$ cat config.mk
export PLATFORM = sky130hd
export DESIGN_NAME = sfr_write_sched
export DESIGN_NICKNAME = d
export VERILOG_FILES = /design/src/rtl/sfr_write_sched.sv
export SDC_FILE = /design/constraint.sdc
export NUM_CORES = 1
export LEC_CHECK = 0
export CORE_MARGIN = 2
export CORE_UTILIZATION = 34
export CTS_CLUSTER_DIAMETER = 30
export DETAILED_ROUTE_END_ITERATION = 10
export GPL_ROUTABILITY_DRIVEN = 0
export PLACE_DENSITY = 0.77
export REMOVE_ABC_BUFFERS = 1
export SLEW_MARGIN = 10
export SYNTH_ARGS = -nofsm -noshare
export SYNTH_HDL_FRONTEND = slang
export SYNTH_SLANG_ARGS = --single-unit
$ cat constraint.sdc
create_clock -name clock -period 1.5 [get_ports clock]
set_clock_uncertainty 0.05 [all_clocks]
set_input_delay 0.15 -clock clock [delete_from_list [all_inputs] [get_ports clock]]
set_output_delay 0.15 -clock clock [all_outputs]
set_load 0.02 [all_outputs]
$ cat src/rtl/sfr_write_sched.sv
// sfr_write_sched: single-port SFR write scheduler.
// Grants one of EX, WB top/bot or a deferred WB write each cycle.
module sfr_write_sched #(
    parameter int ADDR_W = 5
) (
    input  logic              clock,
    input  logic              reset,
    input  logic              flush,
    input  logic              top_first,
    input  logic              ex_req,
    input  logic [ADDR_W-1:0] ex_addr,
    input  logic              wb_req_top,
    input  logic              wb_req_bot,
    input  logic [ADDR_W-1:0] wb_addr_top,
    input  logic [ADDR_W-1:0] wb_addr_bot,
    output logic [4:0]        sel_signals,
    output logic              sfr_we,
    output logic [ADDR_W-1:0] sfr_addr,
    output logic              ex_stall,
    output logic              pipe_hold,
    output logic              overrun_err
);

    typedef enum logic [1:0] {
        IDLE    = 2'd0,
        DEF_TOP = 2'd1,
        DEF_BOT = 2'd2
    } state_t;

    state_t            state;
    state_t            cur;
    state_t            nxt;
    logic [ADDR_W-1:0] def_addr;
    logic [ADDR_W-1:0] cap_addr;
    logic              ovr_set;

    // Grant selection: deferred > WB > EX; reset views the FSM as IDLE
    always_comb begin
        cur         = reset ? IDLE : state;
        nxt         = IDLE;
        sel_signals = '0;
        sfr_addr    = '0;
        pipe_hold   = 1'b0;
        ovr_set     = 1'b0;
        cap_addr    = top_first ? wb_addr_bot : wb_addr_top;
        if (!flush) begin
            unique case (cur)
                DEF_TOP: begin
                    sel_signals[3] = 1'b1;
                    sfr_addr       = def_addr;
                    ovr_set        = wb_req_top | wb_req_bot;
                end
                DEF_BOT: begin
                    sel_signals[4] = 1'b1;
                    sfr_addr       = def_addr;
                    ovr_set        = wb_req_top | wb_req_bot;
                end
                default: begin
                    if (wb_req_top && wb_req_bot) begin
                        pipe_hold = 1'b1;
                        if (top_first) begin
                            sel_signals[1] = 1'b1;
                            sfr_addr       = wb_addr_top;
                            nxt            = DEF_BOT;
                        end else begin
                            sel_signals[2] = 1'b1;
                            sfr_addr       = wb_addr_bot;
                            nxt            = DEF_TOP;
                        end
                    end else if (wb_req_top) begin
                        sel_signals[1] = 1'b1;
                        sfr_addr       = wb_addr_top;
                    end else if (wb_req_bot) begin
                        sel_signals[2] = 1'b1;
                        sfr_addr       = wb_addr_bot;
                    end else if (ex_req) begin
                        sel_signals[0] = 1'b1;
                        sfr_addr       = ex_addr;
                    end
                end
            endcase
        end
        sfr_we   = |sel_signals;
        ex_stall = ex_req & ~flush & ~sel_signals[0];
    end

    // FSM state, deferred address capture and sticky overrun flag
    always_ff @(posedge clock) begin
        if (reset) begin
            state       <= IDLE;
            def_addr    <= '0;
            overrun_err <= 1'b0;
        end else begin
            state <= nxt;
            if (nxt != IDLE) def_addr <= cap_addr;
            if (ovr_set) overrun_err <= 1'b1;
        end
    end

endmodule
# Word level (Yosys, flattened, before mapping)
# Cells that the tools add are included.
# classes
bitwise_logic	5
mux	32
eq_ne	2
n_reduce_logical	4
# op_table
cell	n
5-bit 2-to-1 mux	9
1-bit 2-to-1 mux	16
2-bit 2-to-1 mux	6
5-bit OR reduction	1
3-bit 2-to-1 mux	1
1-bit AND	2
2-bit by 1-bit == test with 1-bit output (second input constant)	1
2-bit == test (second input constant)	1
1-bit inverter	2
2-bit nonzero test	1
2-bit OR reduction	1
1-bit logical AND	1
1-bit OR	1
# word_totals
regBits	8
elab_cells	46
inputBits	22

# Logic depth before layout (Yosys ltp)
# Gate-level depths: netlist of run 1.
# logic_depth
word_depth	8
mapped_depth	7
mapped_depth_nobuf	5

# Worst setup path after synthesis of run 1
# OpenSTA, ideal clock, no wires.
# synth_path
path_kind	input to output
start	input reset
end	output sfr_addr[3]
required_ps	1300
slack_ps	-266
arrival_ps	1566
path_stages	7
path_cell_list	clkbuf_1 > nor2b_1 > ha_1 > nand2b_1 > buf_2 > a221oi_1 > a22o_1
# synth_between
elab_chain_len	5
# synth_rtl
element	line	rtl
from (decl)	7	input logic reset,
2-bit 2-to-1 mux (*)	39	cur = reset ? IDLE : state;
2-bit == test or 2-bit by 1-bit == test with 1-bit output (tied branches)	47	unique case (cur)
2-bit OR reduction (no line) (*)	--	
5-bit 2-to-1 mux (*)	47	
5-bit 2-to-1 mux (*)	46	if (!flush) begin
to (decl)	18	output logic [ADDR_W-1:0] sfr_addr,
# Mark *: on every way between the ends. The rest lies on a longest branch, timed or not.

# Final worst setup path of run 1
# layout_path
start	register state[0]
end	output sfr_addr[4]
# layout_between
elab_chain_len	5
# layout_rtl
element	line	rtl
from (decl)	30	state_t state;
from (signal assigned)	94	state <= nxt;
2-bit 2-to-1 mux (*)	39	
2-bit == test or 2-bit by 1-bit == test with 1-bit output (tied branches)	47	
2-bit OR reduction (no line) (*)	--	
5-bit 2-to-1 mux (*)	47	
5-bit 2-to-1 mux (*)	46	
# Marks and branches as above.

==> flow_metrics.py, run 1 <==
metrics = {
    "yosys": {
        "async_flop_share": 0,
        "ys.flop_type": "dfxtp_1",
        "seq_area_frac_synth": 0.2411,
        "syn-instance-count": 81,
        "synth_edf_count": 0,
        "syn_avg_cell_area_sq_um": 8.202,
        "netlist_area_sq_um": 664.4,
        "ys_types": 26,
        "yosysWarnings": 0,
        "synth_seq_cells": 8,
    },
    "power_and_ir_drop": {
        "p_leak_uw": 0.0005863,
        "powerDensity_mw_per_mm2": 546.1,
        "power_uw": 727.1,
        "vdd_drop_max_uv": 407.2,
    },
    "worst_setup_path": {
        "crit_arrival_ns": 1.66,
        "critPathRequiredTime_ns": 1.30,
        "critPathBufInv": 3,
        "start_kind": "flip-flop",
        "r2r-start": "state[0]",
        "crit_fanout": 4,
        "worstSetupPathType": "flip-flop to output pin",
        "cp-end-kind": "output pin",
        "cp_top_family": "buffers and inverters",
        "startpoint": "state[0]",
        "cp_cell_sequence": "nor2b_4, ha_4, buf_6, nor2_4, buf_6, a22o_1, buf_6",
        "slowest_delay_ns": 0.32,
        "crit_top_cell": "buf_6",
        "cpMaxStageDelayCell": "dfxtp_2",
    },
    "die": {
        "die_area_sq_mm": 0.002324,
        "design.core.area_sq_mm": 0.001783,
        "ioPinCount": 36,
        "start_util": 0.3726,
        "die_h_microns": 48.21,
        "die_w_microns": 48.21,
        "rows": 15,
    },
    "detailed_routing": {
        "wl_mm": 2.940,
        "route.detailed.drc": 0,
        "via_per_inst": 5.418,
        "ant_nets": 0,
        "first_pass_iters": 4,
        "drt_iter0_drc": 34,
        "via_count": 856,
        "wire_per_inst_microns": 18.61,
    },
    "layout": {
        "drive_gt1_frac": 0.4887,
        "area_delta_synth_final_pct": 100.4,
        "regArea_sq_um": 161.4,
        "fillCellCount": 127,
        "multi_input_area_sq_um": 570.5,
        "final_util": 0.7467,
        "final_common_cell": "clkdlybuf4s50_1",
        "num_antenna_cells": 0,
        "finalNetCount": 159,
        "mostFrequentLayoutCells": "19 x clkdlybuf4s50_1, 15 x buf_6, 14 x buf_4",
        "final_area_sq_mm": 0.001331,
    },
    "global_route": {
        "grt_start_max_net_pins": 8,
        "grtUsageMet1": 0.3192,
        "grt_pass1_wl_mm": 4.084,
        "grt_use_total": 0.2623,
        "grt_busiest_layer": "met2",
        "antenna_found_initial": 0,
        "grt_overflow_total": 0,
        "first_global_vias": 858,
        "gr-usage-met3": 0.02963,
        "use_met2": 0.4500,
    },
    "clock_network": {
        "clock_latency_ns": 0.27,
        "path_clk_slew_ns": 0.06,
        "h-tree-depth": 1,
        "root_buffer": "clkbuf_4",
        "cts_buffer_depth": 2,
        "cts_tree": "done",
        "cts_made_buffers": 3,
        "numClockSinks": 8,
    },
    "placement": {
        "pre_cts_slack_ns": -0.9815,
        "dpl-instance-area_sq_mm": 0.001116,
        "dpl.hpwl_mm": 1.837,
        "portBuffers": 35,
    },
    "sta": {
        "hold_viol": 0,
        "layout_setup_ws_ns": -0.3614,
        "maxSlewViolCount": 0,
        "max_slew_margin": 0.6882,
        "min_period_over_period": 1.241,
        "finalHoldWorstSlack_ns": 0.3796,
        "period_needed_ns": 1.861,
        "clock.fmax_mhz": 537.2,
        "worst_pin_slew_ns": 0.4672,
        "rsz0062_at_grt": "yes",
        "setup_viol": 19,
    },
    "min_path": {
        "hold_start": "reset",
        "hold_class": "primary input to flip-flop",
    },
    "status": {
        "status": "complete, but fails checks",
        "violations": "setup timing",
    },
    "run": {
        "drv_cap": 0,
    },
}
power by group:
| part | switching, uW | total (uW) | internal, uW |
|---|---|---|---|
| registers | 7.37 | 228 | 221 |
| logic | 150 | 315 | 165 |
| clock network | 91.4 | 184 | 92.8 |
| total | 248 | 727 | 479 |
through the flow:
step,std cells,TNS (ns)
floorplan,76,-0.4109
CTS,160,-3.801
detailed placement,150,-14.74
global placement,150,-13.83
global route,158,-4.813
finish,158,-4.210
cell families after synthesis:
| group | share of synthesized area |
|---|---|
| AO/OA/AOI/OAI | 0.2542 |
| adder cells (fa/ha/maj) | 0.03766 |
| buffers and inverters | 0.09791 |
| flip-flops | 0.2410 |
| multiplexers | 0.07533 |
| AND/OR/NAND/NOR | 0.2938 |
final cells by class:
class	count	area share
Tap cell	25	0.02350
Clock buffer	3	0.01692
Timing Repair Buffer	54	0.3872
Multi-Input combinational cell	60	0.4286
Inverter	8	0.02256
Sequential cell	8	0.1212
path summary, 6_finish.rpt:
| kind | endpoint | slack [ns] | cells after the start |
|---|---|---|---|
| setup / recovery | sfr_addr[4] | -0.36 | 7 |
| hold / removal | overrun_err | 0.38 | 3 |
| setup reg to reg | def_addr[4] | -0.19 | 7 |
| hold reg to reg | overrun_err | 0.44 | 2 |
tightest hold or removal path, cell delays in order:
cell and delay (ns):
dlygate4sd2_1 0.32, buf_4 0.16, nor2_1 0.04
synthesized netlist by cell type (3+ instances only):
master    count  area share
nor2b_1       4       0.038
nand3b_1      5       0.057
nor2_1        7       0.040
dfxtp_1       8        0.24
nor2_2        3       0.028
nand2b_1      3       0.028
a22o_1        5       0.066
a211oi_1      4       0.045
nand2_1       6       0.034
a221oi_1      5       0.066
inv_1         8       0.045
mux2i_1       5       0.075
layer usage:
layer	vias to the layer above	wire, microns
met5	-	0
met4	0	87
met3	11	165
met2	48	1403
met1	404	1284
li1	393	-
flip-flops by register name (all words and copies together) (netlist names):
name and flops:
def_addr 5, state 2, overrun_err 1
timing repair:
item	in CTS	in global routing
pin swaps	14	4
hold buffers	0	0
endpoints found under the hold margin	0	0
cloned	1	0
setup endpoints to repair	21	20
gates resized for setup	104	12
setup buffers	6	0
(Power assumes the default switching activity.)
==> run 2: changes to the inputs <==
Settings changed: CORE_ASPECT_RATIO set to 0.9, CORE_UTILIZATION 34 to 36, CTS_BUF_LIST set to sky130_fd_sc_hd__clkbuf_8, PLACE_DENSITY 0.77 to 0.81.
==> flow_metrics.py, run 2 (same netlist as run 1, synthesis figures left out) <==
metrics = {
    "status": {
        "status": "complete, but fails checks",
        "violations": "setup timing",
    },
    "sta": {
        "clock.fmax_mhz": 541.0,
        "setup_viol": 20,
        "period_needed_ns": 1.848,
        "worst_pin_slew_ns": 0.4347,
        "hold_viol": 0,
        "rsz0062_at_grt": "yes",
        "min_period_over_period": 1.232,
        "layout_setup_ws_ns": -0.3485,
        "setup_tns_ns": -3.703,
        "max_slew_margin": 0.7099,
        "maxSlewViolCount": 0,
    },
    "detailed_routing": {
        "drt_iter0_drc": 28,
        "ant_nets": 0,
        "wl_mm": 2.994,
        "route.detailed.drc": 0,
        "via_count": 881,
        "via_per_inst": 5.541,
        "wire_per_inst_microns": 18.83,
        "first_pass_iters": 4,
    },
    "worst_setup_path": {
        "cp-end-kind": "output pin",
        "crit_arrival_ns": 1.65,
        "worstSetupPathType": "flip-flop to output pin",
        "crit_fanout": 7,
        "critPathRequiredTime_ns": 1.30,
        "start_kind": "flip-flop",
        "reg2reg_setup_slack_ns": -0.15,
    },
    "die": {
        "rows": 14,
        "die_area_sq_mm": 0.002206,
        "design.core.area_sq_mm": 0.001699,
        "ioPinCount": 36,
        "start_util": 0.3910,
        "die_w_microns": 49.29,
        "die_h_microns": 44.76,
    },
    "global_route": {
        "grt_overflow_total": 0,
        "grt_start_max_net_pins": 8,
        "grt_use_total": 0.2682,
        "grt_pass1_wl_mm": 4.167,
        "antenna_found_initial": 0,
        "first_global_vias": 904,
    },
    "layout": {
        "multi_input_area_sq_um": 576.8,
        "top_register": "def_addr",
        "largest_registers": "def_addr x5, state x2, overrun_err x1",
        "num_antenna_cells": 0,
        "area_delta_synth_final_pct": 108.9,
        "final_common_cell": "clkdlybuf4s50_1",
        "regArea_sq_um": 160.2,
        "final_area_sq_mm": 0.001388,
        "finalNetCount": 161,
        "mostFrequentLayoutCells": "19 x clkdlybuf4s50_1, 17 x buf_4, 14 x buf_6",
        "fillCellCount": 106,
        "largest_register_ffs": 5,
        "drive_gt1_frac": 0.4963,
    },
    "power_and_ir_drop": {
        "powerDensity_mw_per_mm2": 594.9,
        "power_uw": 825.4,
        "p_leak_uw": 0.0006160,
        "vdd_drop_max_uv": 687.5,
    },
    "placement": {
        "portBuffers": 35,
        "pre_cts_slack_ns": -1.016,
        "dpl-instance-area_sq_mm": 0.001115,
        "dpl.hpwl_mm": 1.664,
    },
    "clock_network": {
        "h-tree-depth": 1,
        "root_buffer": "clkbuf_8",
        "path_clk_slew_ns": 0.04,
        "clock_latency_ns": 0.23,
        "cts.hold.buffers_added": 0,
        "cts_made_buffers": 3,
        "cts_buffer_depth": 2,
        "numClockSinks": 8,
        "cts_tree": "done",
    },
    "min_path": {
        "hold_class": "primary input to flip-flop",
    },
    "run": {
        "drv_cap": 0,
    },
}
run 2: report_power, final:
| part | internal [uW] | switching, uW | total, uW |
|---|---|---|---|
| Sequential | 222 | 6.36 | 228 |
| Clock | 174 | 91.5 | 266 |
| Combinational | 175 | 156 | 331 |
run 2: stage by stage:
stage / hold slack (ns) / util / std cells
finish: 0.3625 / 0.8166 / 159
global route: 0.3538 / 0.8166 / 159
CTS: 0.2885 / 0.7820 / 157
detailed placement: 0.4335 / 0.6561 / 149
global placement: 0.4195 / 0.6561 / 149
floorplan: 0.1646 / - / 76
run 2: final cells by class:
class	count	area share
Timing Repair Buffer	56	0.3959
Sequential cell	8	0.1154
Multi-Input combinational cell	60	0.4157
Clock buffer	3	0.02976
Tap cell	24	0.02164
Inverter	8	0.02164
run 2: repair_timing:
item,CTS,global route
gates resized for setup,100,14
endpoints found under the setup margin,21,21
pin swaps,14,6
setup buffers,5,2
cloned,1,0
run 2: critical path, stage by stage (launching register included):
cell,delay [ns]
dfxtp_1,0.30
nor2b_4,0.14
ha_4,0.29
nand2b_4,0.10
a221oi_2,0.22
a22o_1,0.22
buf_6,0.13
run 2: final timing paths:
check	start	to	cells past startpoint
max	state[0]	sfr_addr[1]	6
min	reset	overrun_err	2
max reg2reg	state[0]	overrun_err	8
min reg2reg	def_addr[4]	def_addr[4]	2
run 2: layer usage:
layer / up-vias / GRT usage / wire length [microns]
met4: 0 / 0.2229 / 115
met2: 58 / 0.4865 / 1513
met3: 12 / 0.07947 / 246
met1: 408 / 0.2587 / 1119
met5: - / 0 / 0
li1: 403 / - / -
==> run 3: changes to the inputs <==
Settings changed: CORE_ASPECT_RATIO 0.9 to unset.
==> flow_metrics.py, run 3 (same netlist as run 1, synthesis figures left out) <==
metrics = {
    "status": {
        "status": "complete, but fails checks",
        "violations": "setup timing",
    },
    "detailed_routing": {
        "routed-wl-met3_microns": 148,
        "via_per_inst": 5.413,
        "wl_mm": 2.486,
        "drt_iter0_drc": 12,
        "wl_met2_mm": 1.231,
        "ant_nets": 0,
        "via_count": 839,
        "route.detailed.drc": 0,
        "highest_layer": "met4",
        "first_pass_iters": 4,
        "drt-met1-wl_mm": 1.020,
        "wire_per_inst_microns": 16.04,
    },
    "die": {
        "die_area_sq_mm": 0.002205,
        "start_util": 0.3848,
        "design.core.area_sq_mm": 0.001727,
        "die_h_microns": 46.96,
        "rows": 15,
        "ioPinCount": 36,
        "die_w_microns": 46.96,
    },
    "global_route": {
        "first_global_vias": 821,
        "grt_start_max_net_pins": 9,
        "grt_overflow_total": 0,
        "antenna_found_initial": 0,
        "grt_pass1_wl_mm": 3.629,
        "grt_use_total": 0.2420,
    },
    "sta": {
        "clock.fmax_mhz": 549.0,
        "hold_viol": 0,
        "finalHoldWorstSlack_ns": 0.4442,
        "min_period_over_period": 1.214,
        "setup_tns_ns": -2.770,
        "maxSlewViolCount": 0,
        "period_needed_ns": 1.821,
        "worst_pin_slew_ns": 0.4418,
        "max_slew_margin": 0.7051,
        "layout_setup_ws_ns": -0.3214,
        "rsz0062_at_grt": "yes",
        "setup_viol": 17,
    },
    "clock_network": {
        "root_buffer": "clkbuf_8",
        "h-tree-depth": 1,
        "cts_made_buffers": 3,
        "numClockSinks": 8,
        "clock_latency_ns": 0.23,
        "cts_tree": "done",
        "path_clk_slew_ns": 0.04,
        "cts_buffer_depth": 2,
        "cts.hold.buffers_added": 0,
    },
    "power_and_ir_drop": {
        "p_leak_uw": 0.0005732,
        "vdd_drop_max_uv": 673.1,
        "power_uw": 786.0,
        "powerDensity_mw_per_mm2": 602.3,
    },
    "placement": {
        "pre_cts_slack_ns": -0.9594,
        "dpl-instance-area_sq_mm": 0.001101,
        "portBuffers": 35,
        "dpl.hpwl_mm": 1.626,
    },
    "min_path": {
        "hold_depth": 2,
        "hold_class": "flip-flop to flip-flop",
    },
    "layout": {
        "fillCellCount": 134,
        "largest_register_ffs": 5,
        "final_area_sq_mm": 0.001305,
        "largest_registers": "def_addr x5, state x2, overrun_err x1",
        "finalNetCount": 156,
        "final_common_cell": "clkdlybuf4s50_1",
        "drive_gt1_frac": 0.4846,
        "top_register": "def_addr",
        "mostFrequentLayoutCells": "19 x clkdlybuf4s50_1, 15 x buf_4, 12 x buf_6",
        "area_delta_synth_final_pct": 96.42,
        "num_antenna_cells": 0,
    },
    "worst_setup_path": {
        "crit_fanout": 6,
        "crit_end": "sfr_addr[1]",
        "critPathRequiredTime_ns": 1.30,
        "startpoint": "state[0]",
        "cp-end-kind": "output pin",
        "r2r-start": "state[0]",
        "start_kind": "flip-flop",
        "crit_arrival_ns": 1.62,
        "reg2reg_setup_slack_ns": -0.11,
        "ff2ff_path_depth": 7,
        "worstSetupPathType": "flip-flop to output pin",
        "reg2reg_to": "def_addr[2]",
    },
    "run": {
        "drv_cap": 0,
    },
}
## run 3: per-stage QoR
step,utilization,instances
6_report,0.7558,155
5_1_grt,0.7558,155
4_1_cts,0.7217,154
3_5_place_dp,0.6377,148
3_3_place_gp,0.6377,148
2_1_floorplan,-,76
## run 3: area by class of cell
class | count | area (sq um) | share of cell area
flip-flops and latches | 8 | 162.7 | 0.1246
multi-input cells | 60 | 565.5 | 0.4334
well taps | 25 | 31.28 | 0.02397
inverters | 8 | 30.03 | 0.02301
repair buffers | 51 | 474.2 | 0.3634
clock buffers | 3 | 41.29 | 0.03164
## run 3: layer usage
layer  GRT usage  vias up
met5           0        -
met4      0.1944        0
met3     0.02692        8
met2      0.3918       43
met1      0.2870      397
li1            -      391
## run 3: worst min path at each step
stage                      startpoint          end  slack, ns
after detailed placement  overrun_err  overrun_err       0.43
after global placement    overrun_err  overrun_err       0.42
final                     def_addr[2]  def_addr[2]       0.44
after floorplan                 reset  def_addr[0]       0.16
after CTS                       reset  def_addr[4]       0.44
after global routing            reset     state[0]       0.46
## run 3: worst max-delay path, stage by stage, from the launching register on
cell and delay (ns):
dfxtp_2 0.30, nor2b_4 0.13, ha_4 0.29, nand2b_4 0.09, a221oi_2 0.23, a22o_1 0.21
buf_6 0.13
## run 3: power by group
part	total, uW	internal [uW]	switching [uW]
registers	229	222	6.33
clock network	256	174	82.0
logic	302	161	141
## run 3: what timing repair did
| action | CTS | global route |
|---|---|---|
| setup endpoints to repair | 20 | 19 |
| pin swaps | 14 | 5 |
| gates resized for setup | 93 | 15 |
| buffers inserted | 3 | 1 |
| cloned | 1 | 0 |
==> edit (settings of run 3) <==
Put one more register stage on the output `overrun_err`. The value now appears one clock later. The other outputs are not delayed to match.
--- a/src/rtl/sfr_write_sched.sv
+++ b/src/rtl/sfr_write_sched.sv
@@ -27,4 +27,6 @@
         DEF_BOT = 2'd2
     } state_t;
+
+    logic overrun_err_s0;
 
     state_t            state;
@@ -90,9 +92,17 @@
             state       <= IDLE;
             def_addr    <= '0;
-            overrun_err <= 1'b0;
+            overrun_err_s0 <= 1'b0;
         end else begin
             state <= nxt;
             if (nxt != IDLE) def_addr <= cap_addr;
-            if (ovr_set) overrun_err <= 1'b1;
+            if (ovr_set) overrun_err_s0 <= 1'b1;
+        end
+    end
+
+    always_ff @(posedge clock) begin
+        if (reset) begin
+            overrun_err <= '0;
+        end else begin
+            overrun_err <= overrun_err_s0;
         end
     end
Behaviour: not the same (a bounded check fails within 4 cycles, from zero or initial values and one cycle with reset high).
==> edit against run 3 <==
- the flow still finishes with violations (setup timing)
- clock power grew 8.6%
- critical path type unchanged
- worst setup slack improved by 0.041 ns
- sequential cell count up 1
- critical endpoint unchanged
- synthesized area is 4.0% higher
- total power grew 7.4%
- routed wire length grew 2.7%
- final cell count rose by 3.9%
- cell area rose by 5.1%
- utilization up 2.2 points
- die area grew 3.6%
==> edit: results (changes against run 3) <==
| Metric | Value |
|---|---|
| ANT cells | `0 (unchanged)` |
| Num CTS Buffers | `3 (unchanged)` |
| Clock buffer depth | `2 (unchanged)` |
| Ys Warns | `0 (unchanged)` |
| Clock transition at path regs | `0.04 ns (about the same)` |
| Buffers added on ports | `35 (unchanged)` |
| Class of the worst hold path | `flip-flop to flip-flop (unchanged)` |
| Slew margin rel. | `0.712 (was 0.705)` |
| Ys flop type | `dfxtp_1 (unchanged)` |
| Setup TNS Final | `-2.80 ns (was -2.77 ns)` |
| Commonest cells in the netlist | `dfxtp_1, inv_1, nor2_1 (unchanged)` |
| Hold depth | `1 (was 2)` |
| HPWL Detailed | `1.61 mm (was 1.63 mm)` |
| Via count of the first global-routing pass | `830 (was 821)` |
| Net Sw Frac | `0.294 (was 0.292)` |
| CTS root buf | `clkbuf_8 (unchanged)` |
| Setup WS post-layout | `-0.281 ns (was -0.321 ns)` |
| Total leakage power | `0.611 nW (was 0.573 nW)` |
| Setup violators final | `18 (was 17)` |
| CTS H-tree lvls | `1 (unchanged)` |
| Largest net degree at the start of global routing | `10 (was 9)` |
| Initial antenna violation count | `0 (unchanged)` |
| 1st-iter DRT viols | `24 (was 12)` |
| CP arrival | `1.58 ns (was 1.62 ns)` |
| Crit-path max FO | `8 (was 6)` |
| Clock latency at the later pin of the worst-skew pair | `0.23 ns (about the same)` |
| Hold-fix buffers, CTS | `0 (unchanged)` |
| Outcome | `finished with violations (unchanged)` |
| Gr usage total | `0.249 (was 0.242)` |
| Largest regs | `def_addr x5, state x2 (was def_addr x5, state x2, overrun_err x1)` |
| VDD IR max | `741 uV (was 673 uV)` |
| Largest delay share family, worst path | `compound AO/OA/AOI/OAI gates (unchanged)` |
| Placement Setup Slack | `-1.01 ns (was -0.959 ns)` |
| Slowest stage delay, CP | `0.29 ns` |
| Async SR Flop Fraction | `0 (unchanged)` |
| WL per Instance | `15.9 um (was 16.0 um)` |
| Synth area leaders | `dfxtp_1, mux2i_1, a221oi_1 (unchanged)` |
| Sequential area share after synthesis | `0.261 (was 0.241)` |
| Routed via count | `841 (was 839)` |
| CP max stage cell | `dfxtp_1 (was dfxtp_2)` |
| Worst Reg-to-Reg Cells | `7 (unchanged)` |
| 1st-pass router iterations | `4 (unchanged)` |
| Global-route wire length before repair | `3.80 mm (was 3.63 mm)` |
| Share of cells above drive strength 1 | `0.456 (was 0.485)` |
| Synth cell types | `26 (unchanged)` |
| Final #Nets | `161 (was 156)` |
| Failing checks | `setup timing (unchanged)` |
## edit: cells by family (layout without fill, tap and decap cells)
logic type      after synthesis  count (layout)  share of synthesized area
mux                           5               5                     0.0725
flops                         9               9                      0.261
fa+ha+maj                     2               2                     0.0362
compound gates               20              20                      0.245
simple gates                 34              34                      0.292
buf+inv                      13              66                     0.0942
## edit: area by class of cell
| cell class | count | area, um2 |
|---|---|---|
| clock inverter | 1 | 3.75 |
| timing repair buffer | 54 | 522 |
| multi-input combinational | 61 | 562 |
| sequential | 9 | 181 |
| fill | 116 | 393 |
| inverter | 8 | 30.0 |
| clock buffer | 3 | 41.3 |
| tap | 25 | 31.3 |
## edit: final timing paths
check	from	end	slack [ns]
worst max-delay path	state[0]	sfr_addr[1]	-0.28
worst min-delay path	overrun_err_s0	overrun_err	0.42
worst max register to register	state[0]	def_addr[3]	-0.11
worst min register to register	overrun_err_s0	overrun_err	0.42
## edit: timing repair
item | CTS | global route
pin swaps | 12 | 2
setup buffers | 2 | 2
cloned | 1 | 0
gates resized for setup | 100 | 5
setup endpoints to repair | 21 | 19
## edit: power by group through the flow
stage	Clock, mW	Combinational [mW]	Sequential, mW
5_1_grt	0.300	0.328	0.255
3_3_place_gp	0	0.252	0.257
6_report	0.278	0.312	0.255
3_5_place_dp	0	0.255	0.258
4_1_cts	0.277	0.298	0.255
2_1_floorplan	0	0.104	0.256
## edit: routing by layer
metal	GRT usage	wire length, um	vias up
met1	0.299	1100	396
met5	0	0	-
li1	-	-	402
met2	0.413	1290	35
met3	0.0189	88	8
met4	0.184	76	0
## edit: through the flow
step           power, mW  cell area, um2  instances
2_1_floorplan      0.360             656         78
3_3_place_gp       0.509            1140        152
3_5_place_dp       0.512            1140        152
4_1_cts            0.830            1350        159
5_1_grt            0.884            1370        161
6_report           0.845            1370        161
